[src/rtl/mem_stage.sv]
// mem_stage_pkg: bus structures shared by the MEM stage and its neighbours.
//
// mem_stage: memory-access pipeline stage. It accepts one instruction from
// pre-MEM and waits for that instruction's data response when a request was
// issued. It then extracts and aligns the load result and hands it to
// write-back. Flushes that hit an outstanding request leave a single pending
// response, which is absorbed silently before the stage accepts new work.
//
// Ports:
//   clk, reset        clock, asynchronous active-high reset
//   ws_allowin        write-back can accept this cycle
//   ms_allowin        this stage can accept from pre-MEM this cycle
//   pms_to_ms_bus     inbound instruction bus from pre-MEM
//   data_data_ok      response strobe for the oldest outstanding data request
//   data_rdata        load data, valid with data_data_ok
//   pipeline_flush    eret / ex flush request
//   ms_to_ws_bus      outbound bus to write-back
//   ms_forward_bus    bypass info for earlier stages (busy = stalled load)
//   ms_wr_disable     stage holds a valid excepting instruction

package mem_stage_pkg;

   typedef struct packed {
      logic       ex;
      logic [4:0] excode;
   } exception_t;

   typedef struct packed {
      logic       eret;
      logic       ex;
   } pipeline_flush_t;

   // load_op is one-hot {lwr, lwl, lw, lhu, lh, lbu, lb}
   typedef struct packed {
      logic        valid;
      logic [6:0]  load_op;
      logic        req_ok;
      logic        res_from_mem;
      logic        rf_we;
      logic [4:0]  dest;
      logic [31:0] result;
      logic [31:0] rt_value;
      logic [31:0] pc;
      exception_t  exception;
   } pms_to_ms_bus_t;

   typedef struct packed {
      logic        valid;
      logic        rf_we;
      logic [4:0]  dest;
      logic [31:0] final_result;
      logic [31:0] pc;
      exception_t  exception;
   } ms_to_ws_bus_t;

   typedef struct packed {
      logic        busy;
      logic [4:0]  dest;
      logic [31:0] final_result;
   } ms_forward_bus_t;

endpackage

module mem_stage
   import mem_stage_pkg::*;
(
   input  logic            clk,
   input  logic            reset,
   input  logic            ws_allowin,
   output logic            ms_allowin,
   input  pms_to_ms_bus_t  pms_to_ms_bus,
   input  logic            data_data_ok,
   input  logic [31:0]     data_rdata,
   input  pipeline_flush_t pipeline_flush,
   output ms_to_ws_bus_t   ms_to_ws_bus,
   output ms_forward_bus_t ms_forward_bus,
   output logic            ms_wr_disable
);

   typedef enum logic [1:0] {IDLE, WAIT, DONE} state_t;

   state_t         state_q, state_d;
   logic           ms_valid_q, ms_valid_d;
   pms_to_ms_bus_t bus_q, bus_d;
   logic [31:0]    rdata_buf_q, rdata_buf_d;
   logic           discard_q, discard_d;

   logic        ms_ready_go;
   logic        flush;
   logic [31:0] mem_word;
   logic [1:0]  addr;
   logic [7:0]  mbyte;
   logic [15:0] mhalf;
   logic [31:0] load_val;
   logic [31:0] final_result;

   assign flush = pipeline_flush.eret | pipeline_flush.ex;

   assign ms_ready_go = (state_q == IDLE) || (state_q == DONE) ||
                        ((state_q == WAIT) && data_data_ok && !discard_q);

   assign ms_allowin = !discard_q && (!ms_valid_q || (ms_ready_go && ws_allowin));

   // Next-state logic; later assignments take priority (leave < accept < flush).
   always_comb begin
      state_d     = state_q;
      ms_valid_d  = ms_valid_q;
      bus_d       = bus_q;
      rdata_buf_d = rdata_buf_q;
      discard_d   = discard_q;

      // The response owed to a flushed instruction is absorbed here.
      if (discard_q && data_data_ok)
         discard_d = 1'b0;

      if ((state_q == WAIT) && data_data_ok && !discard_q) begin
         rdata_buf_d = data_rdata;
         state_d     = DONE;
      end

      if (ms_valid_q && ms_ready_go && ws_allowin)
         state_d = IDLE;

      if (ms_allowin) begin
         ms_valid_d = pms_to_ms_bus.valid;
         if (pms_to_ms_bus.valid) begin
            bus_d   = pms_to_ms_bus;
            state_d = pms_to_ms_bus.req_ok ? WAIT : IDLE;
         end
      end

      if (flush) begin
         ms_valid_d = 1'b0;
         state_d    = IDLE;
         if ((state_q == WAIT) && !data_data_ok)
            discard_d = 1'b1;
      end
   end

   always_ff @(posedge clk or posedge reset) begin
      if (reset) begin
         state_q     <= IDLE;
         ms_valid_q  <= 1'b0;
         bus_q       <= '0;
         rdata_buf_q <= '0;
         discard_q   <= 1'b0;
      end else begin
         state_q     <= state_d;
         ms_valid_q  <= ms_valid_d;
         bus_q       <= bus_d;
         rdata_buf_q <= rdata_buf_d;
         discard_q   <= discard_d;
      end
   end

   // In the response cycle data comes straight from the bus; once parked in
   // DONE it comes from the capture buffer.
   always_comb begin
      mem_word = (state_q == DONE) ? rdata_buf_q : data_rdata;
      addr     = bus_q.result[1:0];

      case (addr)
         2'd0:    mbyte = mem_word[7:0];
         2'd1:    mbyte = mem_word[15:8];
         2'd2:    mbyte = mem_word[23:16];
         default: mbyte = mem_word[31:24];
      endcase
      mhalf = addr[1] ? mem_word[31:16] : mem_word[15:0];

      load_val = mem_word;
      if (bus_q.load_op[0])
         load_val = {{24{mbyte[7]}}, mbyte};
      else if (bus_q.load_op[1])
         load_val = {24'd0, mbyte};
      else if (bus_q.load_op[2])
         load_val = {{16{mhalf[15]}}, mhalf};
      else if (bus_q.load_op[3])
         load_val = {16'd0, mhalf};
      else if (bus_q.load_op[5]) begin
         case (addr)
            2'd0:    load_val = {mem_word[7:0],  bus_q.rt_value[23:0]};
            2'd1:    load_val = {mem_word[15:0], bus_q.rt_value[15:0]};
            2'd2:    load_val = {mem_word[23:0], bus_q.rt_value[7:0]};
            default: load_val = mem_word;
         endcase
      end else if (bus_q.load_op[6]) begin
         case (addr)
            2'd0:    load_val = mem_word;
            2'd1:    load_val = {bus_q.rt_value[31:24], mem_word[31:8]};
            2'd2:    load_val = {bus_q.rt_value[31:16], mem_word[31:16]};
            default: load_val = {bus_q.rt_value[31:8],  mem_word[31:24]};
         endcase
      end

      final_result = bus_q.res_from_mem ? load_val : bus_q.result;
   end

   always_comb begin
      ms_to_ws_bus              = '0;
      ms_to_ws_bus.valid        = ms_valid_q && ms_ready_go;
      ms_to_ws_bus.rf_we        = bus_q.rf_we && !bus_q.exception.ex;
      ms_to_ws_bus.dest         = bus_q.dest;
      ms_to_ws_bus.final_result = final_result;
      ms_to_ws_bus.pc           = bus_q.pc;
      ms_to_ws_bus.exception    = bus_q.exception;

      ms_forward_bus              = '0;
      ms_forward_bus.busy         = ms_valid_q && bus_q.res_from_mem && !ms_ready_go;
      ms_forward_bus.dest         = ms_valid_q ? bus_q.dest : 5'd0;
      ms_forward_bus.final_result = final_result;
   end

   assign ms_wr_disable = ms_valid_q & bus_q.exception.ex;

endmodule
[config.mk]
export PLATFORM = sky130hd
export DESIGN_NAME = mem_stage
export DESIGN_NICKNAME = d
export VERILOG_FILES = /design/src/rtl/mem_stage.sv
export SDC_FILE = /design/constraint.sdc
export NUM_CORES = 1
export LEC_CHECK = 0
export ABC_AREA = 1
export BUFFER_PORTS_ARGS = -buffer_cell sky130_fd_sc_hd__buf_2
export CAP_MARGIN = 20
export CORE_MARGIN = 5
export CORE_UTILIZATION = 53
export CTS_CLUSTER_SIZE = 12
export DETAILED_ROUTE_END_ITERATION = 10
export GPL_ROUTABILITY_DRIVEN = 0
export GPL_TIMING_DRIVEN = 0
export PLACE_DENSITY = 0.82
export REMOVE_ABC_BUFFERS = 1
export SYNTH_ARGS = -nofsm -noshare
export SYNTH_HDL_FRONTEND = slang
export SYNTH_SLANG_ARGS = --single-unit
[constraint.sdc]
create_clock -name clk -period 5.5 [get_ports clk]
set_clock_uncertainty 0.2 [all_clocks]
set_input_delay 0.275 -clock clk [delete_from_list [all_inputs] [get_ports clk]]
set_output_delay 0.275 -clock clk [all_outputs]
set_load 0.01 [all_outputs]
# Word-level counts from Yosys, hierarchy flattened
# Index checks and enable logic that the tools add are counted.
word_totals:
  ff_bits: 152
  latchBits: 0
  ramBits: 0
  romBits: 0
  inputBits: 156
  output_inout_bits: 117
  word_cells: 66
  mem_count: 0
classes:
  n_addsub: 0
  multipliers: 0
  div: 0
  n_lt_le_gt_ge: 0
  n_eq_ne: 4
  shifts: 0
  muxes: 24
  n_bitwise: 2
  n_reduce_logical: 23
ops:
  columns: ["cell", "n"]
  rows:
  - ["32-bit 2-to-1 mux", 8]
  - ["32-bit case mux with 3 select lines", 2]
  - ["8-bit case mux with 3 select lines", 1]
  - ["16-bit 2-to-1 mux", 1]
  - ["1-bit logical AND", 11]
  - ["2-bit 2-to-1 mux", 5]
  - ["1-bit 2-to-1 mux", 6]
  - ["1-bit zero test", 5]
  - ["5-bit 2-to-1 mux", 1]
  - ["2-bit by 1-bit equality test with 1-bit output, second input constant", 2]
  - ["2-bit equality test, second input constant", 2]
  - ["2-bit zero test", 2]
  - ["1-bit logical OR", 3]
  - ["2-bit AND reduction", 1]
  - ["2-bit nonzero test", 1]
  - ["1-bit AND", 1]
  - ["1-bit OR", 1]

# Longest topological paths before layout
depth:
  depth_word: 10
  mapped_depth: 16
  ltp_nobuf: 14

# Worst setup path before layout
# No wires, ideal clock.
synth_timing:
  path_kind: "register to output"
  from: "register bus_q, in the netlist addr[0]"
  to: "output ms_to_ws_bus[54] (netlist bit)"
  t_arrival_ns: 1.820
  slack_ns: 3.205
  path_stages_with_launch: 13
  path_buffers: 3
  cell_sequence: "dfrtp_1 > buf_2 > nor2_2 > nor2_1 > inv_1 > buf_4 > a21oi_1 > a21oi_1 > nand2_1 > nand2_1 > nand2_1 > a21oi_1 > buf_4"
synth_lines:
  columns: ["element", "line", "rtl"]
  rows:
  - ["start, declared", "84", "pms_to_ms_bus_t bus_q, bus_d;"]
  - ["start signal, assigned", "150", "bus_q <= bus_d;"]
  - ["end, declared", "75", "output ms_to_ws_bus_t ms_to_ws_bus,"]

# Worst setup path in the final report
layout_timing:
  from: "register state_q[1]"
  to: "register state_q[0]"
layout_between:
  elab_chain_len: 10
layout_lines:
  columns: ["element", "line", "rtl"]
  rows:
  - ["start, declared", "82", "state_t state_q, state_d;"]
  - ["start signal, assigned", "148", "state_q <= state_d;"]
  - ["2-bit by 1-bit equality test with 1-bit output", "100, 116", null]
  - ["1-bit logical AND (2 in series)", "100, 116", null]
  - ["1-bit logical OR", "99", "assign ms_ready_go = (state_q == IDLE) || (state_q == DONE) ||"]
  - ["1-bit logical AND (2 in series)", "121", "if (ms_valid_q && ms_ready_go && ws_allowin)"]
  - ["2-bit 2-to-1 mux", "121", null]
  - ["2-bit 2-to-1 mux", "126", "if (pms_to_ms_bus.valid) begin"]
  - ["2-bit 2-to-1 mux (*)", "124", "if (ms_allowin) begin"]
  - ["2-bit 2-to-1 mux (*)", "132", "if (flush) begin"]
  - ["named net state_d[0]", "82", null]
# The timed path passes the listed nets; every way through them passes the cells marked *.
# A chain may end at the register's enable or synchronous reset.

==> flow_summary.json <==
{
  "status": "completed",
  "syn-mean-instance-area_um2": 6.46,
  "p_leak_nw": 7.10,
  "synth.yosys.warnings": 0,
  "initial_antenna_violation_count": 3,
  "period_needed_ns": 4.50,
  "slowest_delay_ns": 0.73,
  "wire_length_of_the_first_global_routing_pass_mm": 55.6,
  "num_vias": 11300,
  "grt_max_degree": 89,
  "worst_setup_path_start_kind": "register",
  "total_grt_overflow": 0,
  "critPathRequiredTime_ns": 5.62,
  "worstSkewPairLatency_ns": 0.44,
  "place.port_buffers": 271,
  "crit_chain": "inv_2, nand2_1, nor3_4, nor2_2, nand2_1, nand2_2, nor2_4, buf_12, buf_12, inv_4, nor2_1, nor2_1, dlygate4sd3_1",
  "mapped_area_um2": 9680,
  "holdWs_ns": 0.123,
  "yosys-mux-area-fraction_pct": 0,
  "relSlewSlack_pct": 36.9,
  "crit_family": "simple AND/OR/NAND/NOR gates",
  "timing_worst_setup_path_type": "reg2reg",
  "whs_path_depth": 5,
  "cap_violations": 0,
  "reg2reg_depth": 13,
  "initial_core_util_pct": 53.9,
  "wl_per_cell_um": 17.1,
  "fp.dieH_um": 145,
  "crit_buf_inv": 5,
  "grt_pass1_vias": 11100,
  "post_synth_fa_ha_maj_area_fraction_pct": 0,
  "fin_total_pwr_mw": 3.95,
  "power_density_nw_per_um2": 308,
  "number_of_detailed_routing_iterations_run_before_antenna_repair": 7,
  "post_drt_via_cell_ratio": 5.50,
  "timing_hold_violations_final": 0,
  "clock-root-buffer": "sky130_fd_sc_hd__clkbuf_16",
  "global_route.usage.total_pct": 32.0,
  "drcViolationCount": 0,
  "final.setup.tns_ns": 0,
  "setup_viol_count_final": 0,
  "ant_nets": 0,
  "hold_buffers": 155,
  "worstSetupEndpointType": "register",
  "fmax_mhz": 222,
  "design.final.nets": 1958,
  "timing_worst_slew_pin_value_ns": 0.943,
  "core_area_um2": 18000,
  "synth_top_family_by_area": "simple AND/OR/NAND/NOR gates",
  "finalNonFillerCells": 2047,
  "peakVddDrop_uv": 260,
  "synth_cell_types": 27,
  "synth_compound_area_share_pct": 9.76,
  "flow.area_growth_from_synthesis_pct": 32.7,
  "dp.final_hpwl_mm": 20.4,
  "layout.cells.most_common": "sky130_fd_sc_hd__nand2_1",
  "placed_cells_incl_taps": 1852,
  "cts_htree_levels": 4,
  "cts.sinks": 151,
  "timing.critical_path.slowest_stage_cell": "sky130_fd_sc_hd__nor3_4",
  "post_synth_and_or_nand_nor_area_fraction_pct": 37.0,
  "row_count": 49,
  "die_width_um": 145,
  "drive_above_1_share_pct": 18.7,
  "rsz0062_at_grt": "no",
  "synth_sequential_area_ratio_pct": 39.0,
  "drt-total-wl_mm": 34.9,
  "critical_path_peak_fanout": 88,
  "crit_arrival_ns": 4.62,
  "fin_crit_sh_pct": 81.8,
  "post_cts_resize_count": 0,
  "floorplan.io_pins": 273,
  "cts.reportedPaths.clkPinSlew_ns": 0.07,
  "tritoncts": "built",
  "crit_cells": 13,
  "postCtsSetupRepairBufs": 0,
  "postSynthRegisterBits": 151,
  "cts.path.max_buffers": 2,
  "worst_hold_path_type": "in2reg",
  "detail_route.iter0.violations": 1290,
  "mostFrequentLayoutCells": "sky130_fd_sc_hd__nand2_1 (746), sky130_fd_sc_hd__buf_2 (271), sky130_fd_sc_hd__dlygate4sd3_1 (155)",
  "synth-xor-area-share_pct": 0,
  "fp.dieArea_um2": 21100,
  "timing_max_transition_violations_final": 0,
  "cts-buffers-inserted": 17,
  "netlist_instances": 1500
}
cell families (layout without fill, tap and decap cells):
kind of cell | count (synthesis) | count (layout)
AND/OR/NAND/NOR | 904 | 904
flip-flops | 151 | 151
other | 0 | 3
buffers and inverters | 266 | 581
AO/OA/AOI/OAI | 179 | 179
state kept, by name (all words and copies together) (netlist names):
signal        count
state_q           2
rdata_buf_q      32
ms_valid_q        1
addr              2
ms_to_ws_bus     43
bus_q            70
discard_q         1
per-stage QoR:
step	util (%)	cell area [µm²]	worst slack (ns)
2_1_floorplan	-	8700	0.363
5_1_grt	71.5	12900	0.811
3_5_place_dp	58.9	10600	0.958
3_3_place_gp	57.6	10300	-2.11
4_1_cts	70.9	12700	0.468
6_report	71.5	12900	1.00
where the power goes:
group          switching, mW  internal (mW)  leakage [nW]
logic                  0.811          0.504          4.95
registers              0.130           1.29          1.85
clock network          0.534          0.688         0.296
total                   1.48           2.48          7.10
worst reg2reg max path, cell delays in order (launching register included):
cell	delay, ns
sky130_fd_sc_hd__dfrtp_1	0.61
sky130_fd_sc_hd__inv_2	0.15
sky130_fd_sc_hd__nand2_1	0.09
sky130_fd_sc_hd__nor3_4	0.73
sky130_fd_sc_hd__nor2_2	0.10
sky130_fd_sc_hd__nand2_1	0.17
sky130_fd_sc_hd__nand2_2	0.12
sky130_fd_sc_hd__nor2_4	0.43
sky130_fd_sc_hd__buf_12	0.28
sky130_fd_sc_hd__buf_12	0.29
sky130_fd_sc_hd__inv_4	0.37
sky130_fd_sc_hd__nor2_1	0.24
sky130_fd_sc_hd__nor2_1	0.06
sky130_fd_sc_hd__dlygate4sd3_1	0.54
cell usage after synthesis:
| cell | number | share of area (%) |
|---|---|---|
| sky130_fd_sc_hd__nor2_2 | 4 | 0.26 |
| sky130_fd_sc_hd__nand3_1 | 97 | 5.0 |
| sky130_fd_sc_hd__dfrtp_1 | 151 | 39 |
| sky130_fd_sc_hd__o21ai_0 | 49 | 2.5 |
| sky130_fd_sc_hd__a21oi_4 | 1 | 0.17 |
| sky130_fd_sc_hd__nand2_2 | 2 | 0.13 |
| sky130_fd_sc_hd__nand2_1 | 746 | 29 |
| sky130_fd_sc_hd__nor3_4 | 1 | 0.17 |
| sky130_fd_sc_hd__clkinv_1 | 2 | 0.078 |
| sky130_fd_sc_hd__buf_1 | 2 | 0.078 |
| sky130_fd_sc_hd__buf_6 | 4 | 0.47 |
| sky130_fd_sc_hd__inv_1 | 102 | 4.0 |
| sky130_fd_sc_hd__a21oi_2 | 1 | 0.090 |
| sky130_fd_sc_hd__a31oi_1 | 1 | 0.065 |
| sky130_fd_sc_hd__nand3_2 | 3 | 0.31 |
| sky130_fd_sc_hd__nor2_1 | 48 | 1.9 |
| sky130_fd_sc_hd__nor2_4 | 1 | 0.12 |
| sky130_fd_sc_hd__a21oi_1 | 89 | 4.6 |
| sky130_fd_sc_hd__o21ai_1 | 25 | 1.3 |
| sky130_fd_sc_hd__nand2_4 | 1 | 0.12 |
| sky130_fd_sc_hd__a211oi_1 | 1 | 0.078 |
| sky130_fd_sc_hd__o211ai_1 | 12 | 0.93 |
| sky130_fd_sc_hd__buf_4 | 82 | 6.4 |
| sky130_fd_sc_hd__and2_1 | 1 | 0.065 |
| sky130_fd_sc_hd__buf_2 | 36 | 1.9 |
| sky130_fd_sc_hd__inv_2 | 3 | 0.12 |
| sky130_fd_sc_hd__clkbuf_1 | 35 | 1.4 |
worst paths after layout:
check	from	endpoint	slack [ns]
setup reg to reg	state_q[1]	state_q[0]	1.00
max in group asynchronous	reset	bus_q[89]	3.96
hold reg to reg	bus_q[94]	bus_q[94]	0.28
min in group asynchronous	reset	ms_to_ws_bus[74]	0.30
hold / removal	pms_to_ms_bus[117]	ms_to_ws_bus[5]	0.12
setup / recovery	state_q[1]	state_q[0]	1.00
layer usage:
layer  up-vias  wire (µm)  GRT usage (%)
li1       5184          -              -
met1      5153      12500           38.1
met2       763      16800           54.3
met3       162       3880           7.76
met4         0       1770           15.6
met5         -          0              0
area by class of cell:
cell class,count,area [µm²]
flip-flops and latches,151,3780
well taps,229,287
clock buffers,17,425
clock inverters,15,176
diodes,3,7.51
multi-input cells,1083,4530
repair buffers,442,3240
fillers,1339,5110
inverters,107,409
Note: power is estimated with default switching activity, not from simulation.
